File: config.mk
export PLATFORM = sky130hd
export DESIGN_NAME = result_ascii_tx_flat
export DESIGN_NICKNAME = d
export VERILOG_FILES = /design/src/rtl/result_ascii_tx_pkg.sv /design/src/rtl/result_ascii_tx_if.sv /design/src/rtl/bcd_dd_step.sv /design/src/rtl/result_ascii_tx.sv /design/src/flat_wrapper.sv
export SDC_FILE = /design/constraint.sdc
export NUM_CORES = 1
export LEC_CHECK = 0
export ABC_AREA = 1
export BUFFER_PORTS_ARGS = -buffer_cell sky130_fd_sc_hd__buf_4
export CAP_MARGIN = 20
export CORE_ASPECT_RATIO = 0.5
export CORE_MARGIN = 4
export CORE_UTILIZATION = 30
export DETAILED_ROUTE_END_ITERATION = 12
export PLACE_DENSITY_LB_ADDON = 0.3
export SYNTH_ARGS = -nofsm -noshare
export SYNTH_HDL_FRONTEND = slang
export SYNTH_HIERARCHICAL = 1
export SYNTH_SLANG_ARGS = --single-unit
File: constraint.sdc
create_clock -name clk -period 2.85 [get_ports clk]
set_input_delay 0.57 -clock clk [delete_from_list [all_inputs] [get_ports clk]]
set_output_delay 0.57 -clock clk [all_outputs]
set_load 0.05 [all_outputs]
File: src/rtl/result_ascii_tx_pkg.sv
// Shared types and constants for the binary-to-ASCII decimal transmitter.
// Holds the FSM state enum, the ASCII codes used on the output and the digit-count helper.
package result_ascii_tx_pkg;

    typedef enum logic [1:0] {
        IDLE,
        CONVERT,
        SEND,
        FINISH
    } state_t;

    localparam logic [7:0] ASCII_ZERO = 8'h30;
    localparam logic [7:0] ASCII_LF   = 8'h0A;

    // ceil(width * log10(2)) using fixed-point log10(2) ~= 0.30103
    function automatic int calc_digits(input int width);
        return int'((longint'(width) * 64'sd30103 + 64'sd99999) / 64'sd100000);
    endfunction

endpackage

File: src/rtl/result_ascii_tx_if.sv
// Request/byte-stream bundle between a result producer, the ASCII transmitter and a byte sink.
// A byte moves when out_valid and out_ready are both high on a rising clk; while out_valid is high
// and out_ready is low, out_data/out_valid/out_last hold, and out_valid never depends on out_ready.
interface result_ascii_tx_if #(
    parameter int WIDTH = 15
);
    logic             start;
    logic [WIDTH-1:0] value;
    logic             busy;
    logic             done;
    logic [7:0]       out_data;
    logic             out_valid;
    logic             out_ready;
    logic             out_last;

    modport master (
        input  start, value, out_ready,
        output busy, done, out_data, out_valid, out_last
    );

    modport slave (
        output start, value, out_ready,
        input  busy, done, out_data, out_valid, out_last
    );
endinterface

File: src/rtl/bcd_dd_step.sv
// One combinational double-dabble iteration: add 3 to every BCD nibble >= 5,
// then shift the concatenation {bcd, bin} left by one bit.
module bcd_dd_step #(
    parameter int WIDTH  = 15,
    parameter int DIGITS = 5
) (
    input  logic [4*DIGITS-1:0] bcd_in,
    input  logic [WIDTH-1:0]    bin_in,
    output logic [4*DIGITS-1:0] bcd_out,
    output logic [WIDTH-1:0]    bin_out
);
    logic [4*DIGITS-1:0] adj;

    always_comb begin
        adj = bcd_in;
        for (int i = 0; i < DIGITS; i++) begin
            if (bcd_in[4*i +: 4] >= 4'd5) begin
                adj[4*i +: 4] = bcd_in[4*i +: 4] + 4'd3;
            end
        end
    end

    assign {bcd_out, bin_out} = {adj, bin_in} << 1;

endmodule

File: src/rtl/result_ascii_tx.sv
// Converts an unsigned binary result to decimal (double-dabble, one bit per cycle) and
// streams it as ASCII digits, most significant first without leading zeros, ending in LF.
module result_ascii_tx
    import result_ascii_tx_pkg::*;
#(
    parameter int WIDTH  = 15,
    parameter int DIGITS = calc_digits(WIDTH)
) (
    input  logic               clk,
    input  logic               rst,
    result_ascii_tx_if.master  bus,
    output state_t             state_dbg
);
    localparam int BCD_W = 4 * DIGITS;
    localparam int CNT_W = $clog2(WIDTH + 1);
    localparam int PTR_W = (DIGITS > 1) ? $clog2(DIGITS) : 1;

    state_t             state_q, state_n;
    logic [WIDTH-1:0]   bin_q, bin_n, step_bin;
    logic [BCD_W-1:0]   bcd_q, bcd_n, step_bcd;
    logic [CNT_W-1:0]   cnt_q, cnt_n;
    logic [PTR_W-1:0]   ptr_q, ptr_n, msd_ptr;
    logic               lf_q, lf_n;
    logic [3:0]         cur_digit;

    bcd_dd_step #(
        .WIDTH  (WIDTH),
        .DIGITS (DIGITS)
    ) u_step (
        .bcd_in  (bcd_q),
        .bin_in  (bin_q),
        .bcd_out (step_bcd),
        .bin_out (step_bin)
    );

    // Highest non-zero nibble of the final conversion result; stays 0 for value 0.
    always_comb begin
        msd_ptr = '0;
        for (int i = 0; i < DIGITS; i++) begin
            if (step_bcd[4*i +: 4] != 4'd0) begin
                msd_ptr = PTR_W'(i);
            end
        end
    end

    always_comb begin
        cur_digit = 4'd0;
        for (int i = 0; i < DIGITS; i++) begin
            if (ptr_q == PTR_W'(i)) begin
                cur_digit = bcd_q[4*i +: 4];
            end
        end
    end

    always_comb begin
        state_n = state_q;
        bin_n   = bin_q;
        bcd_n   = bcd_q;
        cnt_n   = cnt_q;
        ptr_n   = ptr_q;
        lf_n    = lf_q;
        case (state_q)
            IDLE: begin
                if (bus.start) begin
                    bin_n   = bus.value;
                    bcd_n   = '0;
                    cnt_n   = '0;
                    state_n = CONVERT;
                end
            end
            CONVERT: begin
                bin_n = step_bin;
                bcd_n = step_bcd;
                cnt_n = cnt_q + 1'b1;
                if (cnt_q == CNT_W'(WIDTH - 1)) begin
                    ptr_n   = msd_ptr;
                    lf_n    = 1'b0;
                    state_n = SEND;
                end
            end
            SEND: begin
                if (bus.out_ready) begin
                    if (lf_q) begin
                        state_n = FINISH;
                    end else if (ptr_q == '0) begin
                        lf_n = 1'b1;
                    end else begin
                        ptr_n = ptr_q - 1'b1;
                    end
                end
            end
            FINISH: begin
                state_n = IDLE;
            end
            default: begin
                state_n = IDLE;
            end
        endcase
    end

    always_ff @(posedge clk) begin
        if (rst) begin
            state_q <= IDLE;
            bin_q   <= '0;
            bcd_q   <= '0;
            cnt_q   <= '0;
            ptr_q   <= '0;
            lf_q    <= 1'b0;
        end else begin
            state_q <= state_n;
            bin_q   <= bin_n;
            bcd_q   <= bcd_n;
            cnt_q   <= cnt_n;
            ptr_q   <= ptr_n;
            lf_q    <= lf_n;
        end
    end

    // Outputs decode registered state only, so out_valid has no path from out_ready.
    always_comb begin
        bus.busy      = (state_q != IDLE);
        bus.out_valid = (state_q == SEND);
        bus.out_last  = (state_q == SEND) && lf_q;
        bus.done      = (state_q == FINISH);
        bus.out_data  = 8'h00;
        if (state_q == SEND) begin
            bus.out_data = lf_q ? ASCII_LF : (ASCII_ZERO + {4'd0, cur_digit});
        end
    end

    assign state_dbg = state_q;

endmodule
File: src/flat_wrapper.sv
// flat-port wrapper written by rule: the top's interface ports become plain ports
module result_ascii_tx_flat import result_ascii_tx_pkg::*;
#(
    parameter int WIDTH  = 15,
    parameter int DIGITS = calc_digits(WIDTH)
)
  (clk, rst, state_dbg, bus_start, bus_value, bus_out_ready, bus_busy, bus_done, bus_out_data, bus_out_valid, bus_out_last);
  result_ascii_tx_if #(.WIDTH(WIDTH)) bus_i ();
  input  logic clk;
  input  logic rst;
  output state_t state_dbg;
  input wire logic [$bits(bus_i.start)-1:0] bus_start;
  input wire logic [$bits(bus_i.value)-1:0] bus_value;
  input wire logic [$bits(bus_i.out_ready)-1:0] bus_out_ready;
  output wire logic [$bits(bus_i.busy)-1:0] bus_busy;
  output wire logic [$bits(bus_i.done)-1:0] bus_done;
  output wire logic [$bits(bus_i.out_data)-1:0] bus_out_data;
  output wire logic [$bits(bus_i.out_valid)-1:0] bus_out_valid;
  output wire logic [$bits(bus_i.out_last)-1:0] bus_out_last;
  assign bus_i.start = bus_start;
  assign bus_i.value = bus_value;
  assign bus_i.out_ready = bus_out_ready;
  assign bus_busy = bus_i.busy;
  assign bus_done = bus_i.done;
  assign bus_out_data = bus_i.out_data;
  assign bus_out_valid = bus_i.out_valid;
  assign bus_out_last = bus_i.out_last;
  result_ascii_tx #(.WIDTH(WIDTH), .DIGITS(DIGITS)) u_core (.clk(clk), .rst(rst), .bus(bus_i), .state_dbg(state_dbg));
endmodule
Word-level counts from Yosys, hierarchy flattened --
Index checks and enable logic that the tools add are counted.
Storage, ports and cells: output and inout port bits 14, input bits 19, register bits 45, logic and storage cells 84
Cells by class: add/sub/neg operators 8, magnitude comparators 5, equal/unequal tests 14, muxes and demuxes 37, reduce and logical (&&, ||, !) cells 14
Operators with widths (number):
- $mux W4 | 10
- $pmux W20 S2 | 1
- $pmux W15 S2 | 1
- $ge A4 B3 Y1 const B | 5
- $mux W20 | 1
- $mux W3 | 6
- $add A4 B2 Y4 const B | 4
- $mux W8 | 2
- $reduce_bool A4 Y1 | 4
- $mux W15 | 1
- $mux W2 | 6
- $ne A2 B2 Y1 const B | 4
- $pmux W2 S4 | 1
- $pmux W4 S2 | 1
- $add A6 B4 Y7 const A | 1
- $eq A3 B2 Y1 const B | 2
- $pmux W3 S2 | 1
- $reduce_bool A2 Y1 | 3
- $mux W1 | 5
- $reduce_and A5 Y1 | 1
- $add A4 B1 Y4 const B | 1
- $eq A2 B2 Y1 const B | 2
- $eq A4 B4 Y1 const B | 1
- $ne A2 B1 Y1 const B | 2
- other kinds (12) | 12

Longest topological paths before layout --
depth in word-level cells 9, mapped depth 17, mapped depth without buffers 17

Hierarchy --
The synthesis kept the hierarchy.
Modules (own cells, without submodules):
- result_ascii_tx | cells each 356, area an instance 2388.5 sq um, sequential area each 900.9 sq um, times used 1
- bcd_dd_step | cells each 127, area an instance 688.2 sq um, sequential area each 0.0 sq um, times used 1

Worst setup path after synthesis --
No wires, ideal clock.
path type register -> output, start register u_core.state_q[1], in the netlist u_core/state_dbg[1], end output port bus_out_data[0], path buffers 0, cell stages (with the launch flop) 6, data arrival time 3.263 ns, setup slack -0.983 ns, required time 2.280 ns, path through dfxtp_1 -> ha_1 -> inv_2 -> nor2_1 -> o21ai_0 -> a21oi_1
Between the ends: cells in the longest elaborated chain, start to end 2
Ends and longest elaborated chain:
- from (decl) | line result_ascii_tx.sv:18 | state_t state_q, state_n;
- from (signal assigned) | line result_ascii_tx.sv:110 | state_q <= state_n;
- $eq A2 B2 Y1
- net bus_out_valid | line flat_wrapper.sv:18 | output wire logic [$bits(bus_i.out_valid)-1:0] bus_out_valid;
- $mux W8 | line result_ascii_tx.sv:126 | if (state_q == SEND) begin
- to (decl) | line flat_wrapper.sv:17 | output wire logic [$bits(bus_i.out_data)-1:0] bus_out_data;
The timed path passes the listed nets, and every way through them passes these cells.

Worst setup path in the final report --
start register u_core.ptr_q[0], end output port bus_out_data[0]
Between the ends: cells in the longest elaborated chain, start to end 9, elaborated cells between the ends (all ways) 13, classes of those cells add/sub (1); eq/ne (4); mux (7); reduce/logical (1)
Ends and longest elaborated chain:
- from (decl) | line result_ascii_tx.sv:22 | logic [PTR_W-1:0] ptr_q, ptr_n, msd_ptr;
- from (signal assigned) | line result_ascii_tx.sv:114 | ptr_q <= ptr_n;
- $logic_not A3 Y1 | line result_ascii_tx.sv:49 | if (ptr_q == PTR_W'(i)) begin
- $mux W4 (4 in series) | line result_ascii_tx.sv:49
- $mux W4 (*) | line result_ascii_tx.sv:49
- $add A6 B4 Y7 (*) | line result_ascii_tx.sv:127 | bus.out_data = lf_q ? ASCII_LF : (ASCII_ZERO + {4'd0, cur_digit});
- $mux W8 (*) | line result_ascii_tx.sv:127
- $mux W8 (*) | line result_ascii_tx.sv:126
Mark *: on every way between the ends. The rest lies on a longest branch, timed or not.

==> flow_metrics.env <==
export IMPL_synth_top_area_share_pct=29.3
export IMPL_synth_top_family_by_area="simple AND/OR/NAND/NOR gates"
export IMPL_syn_inst=483
export IMPL_synth_top_area_cell="dfxtp_1"
export IMPL_place_ws_ns=0.703
export IMPL_grtUsageTotal_pct=12.3
export IMPL_cp_slowest_cell="dfxtp_1"
export IMPL_min_path_type="flop to flop"
export IMPL_dr_pass1_iters=4
export IMPL_syn_to_final_growth_pct=12.6
export IMPL_finalCriticalPeriod_ns=2.40
export IMPL_postSynthAreaPerCell_um2=6.37
export IMPL_cp_data_required_time_ns=2.28
export IMPL_port_buffers=30
export IMPL_rsz0062_at_grt="no"
export IMPL_ios=33
export IMPL_yosysWarningCount=6
export IMPL_clk_latency_ns=0.29
export IMPL_numCtsBuffers=5
export IMPL_synth_xor_area_share_pct=0.285
export IMPL_dp_hpwl_mm=5.13
export IMPL_synthAdderAreaFrac_pct=8.54
export IMPL_cts_sink_count=45
export IMPL_clk_path_buf_depth=2
export IMPL_final_antenna_net_count=0
export IMPL_slew_viol_final=0
export IMPL_cts_repair_resized=0
export IMPL_power_density_mw_per_mm2=722
export IMPL_crit_family="compound AO/OA/AOI/OAI gates"
export IMPL_stdcell_area_mm2=0.00346
export IMPL_vdd_drop_max_mv=0.309
export IMPL_max_slew_margin_pct=64.2
export IMPL_remaining_drc_errors=0
export IMPL_overflow=0
export IMPL_coreArea_mm2=0.00973
export IMPL_cp_start_kind="flop"
export IMPL_vias_per_cell=4.63
export IMPL_cp_arrival_ns=1.83
export IMPL_post_drt_wl_per_cell_um=11.2
export IMPL_synthesis_area_mm2=0.00308
export IMPL_synth_area_leaders="dfxtp_1, nand2_1, ha_1, nand3_1, inv_1"
export IMPL_tightest_slew_ns=0.536
export IMPL_row_count=25
export IMPL_hold_viol=0
export IMPL_via_count=2886
export IMPL_ys_types=26
export IMPL_first_iter_violations=150
export IMPL_period_share_pct=84.3
export IMPL_htree_levels=2
export IMPL_hold_buffers=0
export IMPL_critPathCaptureType="output port"
export IMPL_dpl_instance_area_mm2=0.00331
export IMPL_synth_compound_area_share_pct=17.0
export IMPL_ys_seq_area_share_pct=29.3
export IMPL_gp_congestion=0.811
export IMPL_cap_viol_max_count=0
export IMPL_max_stage_delay_ns=0.35
export IMPL_antenna_found_initial=0
export IMPL_final_setup_skew_ns=0.00383
export IMPL_die_w_um=151
export IMPL_path_buf_inv=2
export IMPL_path_class="flop to output port"
export IMPL_grt_first_pass_wirelength_mm=12.1
export IMPL_leakagePower_uw=0.00150
export IMPL_design_die_area_mm2=0.0120
export IMPL_final_cell_mix="nand2_1, inv_1, dfxtp_1, nand3_1, o21ai_0"
export IMPL_layout_commonest_cell="nand2_1"
export IMPL_tns_ns=0
export IMPL_timing_final_ws_setup_ns=0.447
export IMPL_status="finished clean"
export IMPL_post_route_cells_drive_above_1_share_pct=13.1
export IMPL_ys_seq_elements=45
export IMPL_whs_ns=0.458
export IMPL_setup_viol=0
export IMPL_root_buffer="clkbuf_16"
export IMPL_antennaDiodeCount=0
export IMPL_tritoncts="done"
export IMPL_post_cts_buffers=0
export IMPL_grt_pass1_vias=2626
export IMPL_fmax_mhz=416
export IMPL_grt_max_degree=34
export IMPL_yosys_area_share_simple_pct=29.7
export IMPL_nNetsFinal=528
export IMPL_critical_path_cell_chain="inv_1, ha_1, nand2_1, o21ai_0, o21bai_1, a21oi_4, buf_4"
export IMPL_path_max_fanout=6
export IMPL_wl_mm=6.99
export IMPL_initial_core_util_pct=31.6
export IMPL_clkTransAtPathRegs_ns=0.06
export IMPL_fp_dieH_um=79.6
export IMPL_synth_mux_area_share_pct=0
flip-flops by register name, indices dropped and copies added, names as in the netlist:
| name | count |
|---|---|
| u_core/bcd_q | 20 |
| u_core/bin_q | 15 |
| u_core/cnt_q | 4 |
| u_core/ptr_q | 3 |
| u_core/state_dbg | 2 |
| u_core/lf_q | 1 |
per-layer routing:
metal / vias up / global-route usage, % / part of all wire [%]
met5: - / 0 / 0
met4: 0 / 3.53 / 1.2
met3: 7 / 3.23 / 4.4
met2: 45 / 19.9 / 44
met1: 1300 / 16.2 / 50
li1: 1534 / - / -
final cells by class:
type	instances	area, um2
flip-flops and latches	45	901
well taps	135	169
clock inverters	2	17.5
clock buffers	6	139
inverters	61	229
multi-input cells	341	1750
fillers	1075	6260
repair buffers	34	255
per-stage QoR:
| step | cells | power (uW) | utilization (%) |
|---|---|---|---|
| floorplan | 484 | 1760 | - |
| global placement | 616 | 1900 | 34.0 |
| detailed placement | 616 | 1910 | 34.0 |
| CTS | 624 | 2540 | 35.6 |
| global route | 624 | 2700 | 35.6 |
| finish | 624 | 2500 | 35.6 |
final timing paths:
path                        from              end  slack, ns  cells after the start
max              u_core/ptr_q[0]  bus_out_data[0]       0.45                      7
min              u_core/cnt_q[3]  u_core/cnt_q[3]       0.46                      2
max reg2reg  u_core/state_dbg[1]  u_core/cnt_q[3]       0.74                      7
min reg2reg      u_core/cnt_q[3]  u_core/cnt_q[3]       0.46                      2
cells by family after synthesis:
kind of cell / after synthesis
simple gates: 221
buf+inv: 98
compound gates: 95
flops: 45
fa+ha+maj: 21
other cells: 2
xor+xnor: 1
tightest hold or removal path: stages (launching register included):
cell	delay [ns]
dfxtp_1	0.32
inv_1	0.05
a21oi_1	0.05
where the power goes:
group          leakage [uW]  switching [uW]  internal, uW  total (uW)
registers          0.000367            73.8           741         815
clock network     0.0000775             262           354         616
logic               0.00106             754           315        1070
total               0.00150            1090          1410        2500
cell usage after synthesis:
| master | instances |
|---|---|
| a21oi_1 | 32 |
| nand3_2 | 1 |
| xnor2_1 | 1 |
| inv_1 | 52 |
| a211oi_1 | 2 |
| o21ai_0 | 38 |
| dfxtp_1 | 45 |
| a31oi_1 | 15 |
| or2_1 | 6 |
| o21ai_1 | 1 |
| o21bai_1 | 2 |
| conb_1 | 2 |
| nor2_1 | 25 |
| nand4_1 | 2 |
| buf_4 | 20 |
| nor2_2 | 1 |
| or2_2 | 1 |
| nand2_1 | 143 |
| ha_1 | 21 |
| o21ai_2 | 5 |
| nand2_2 | 1 |
| buf_2 | 7 |
| buf_6 | 1 |
| inv_2 | 9 |
| clkbuf_1 | 9 |
| nand3_1 | 41 |
(Power assumes the default switching activity.)
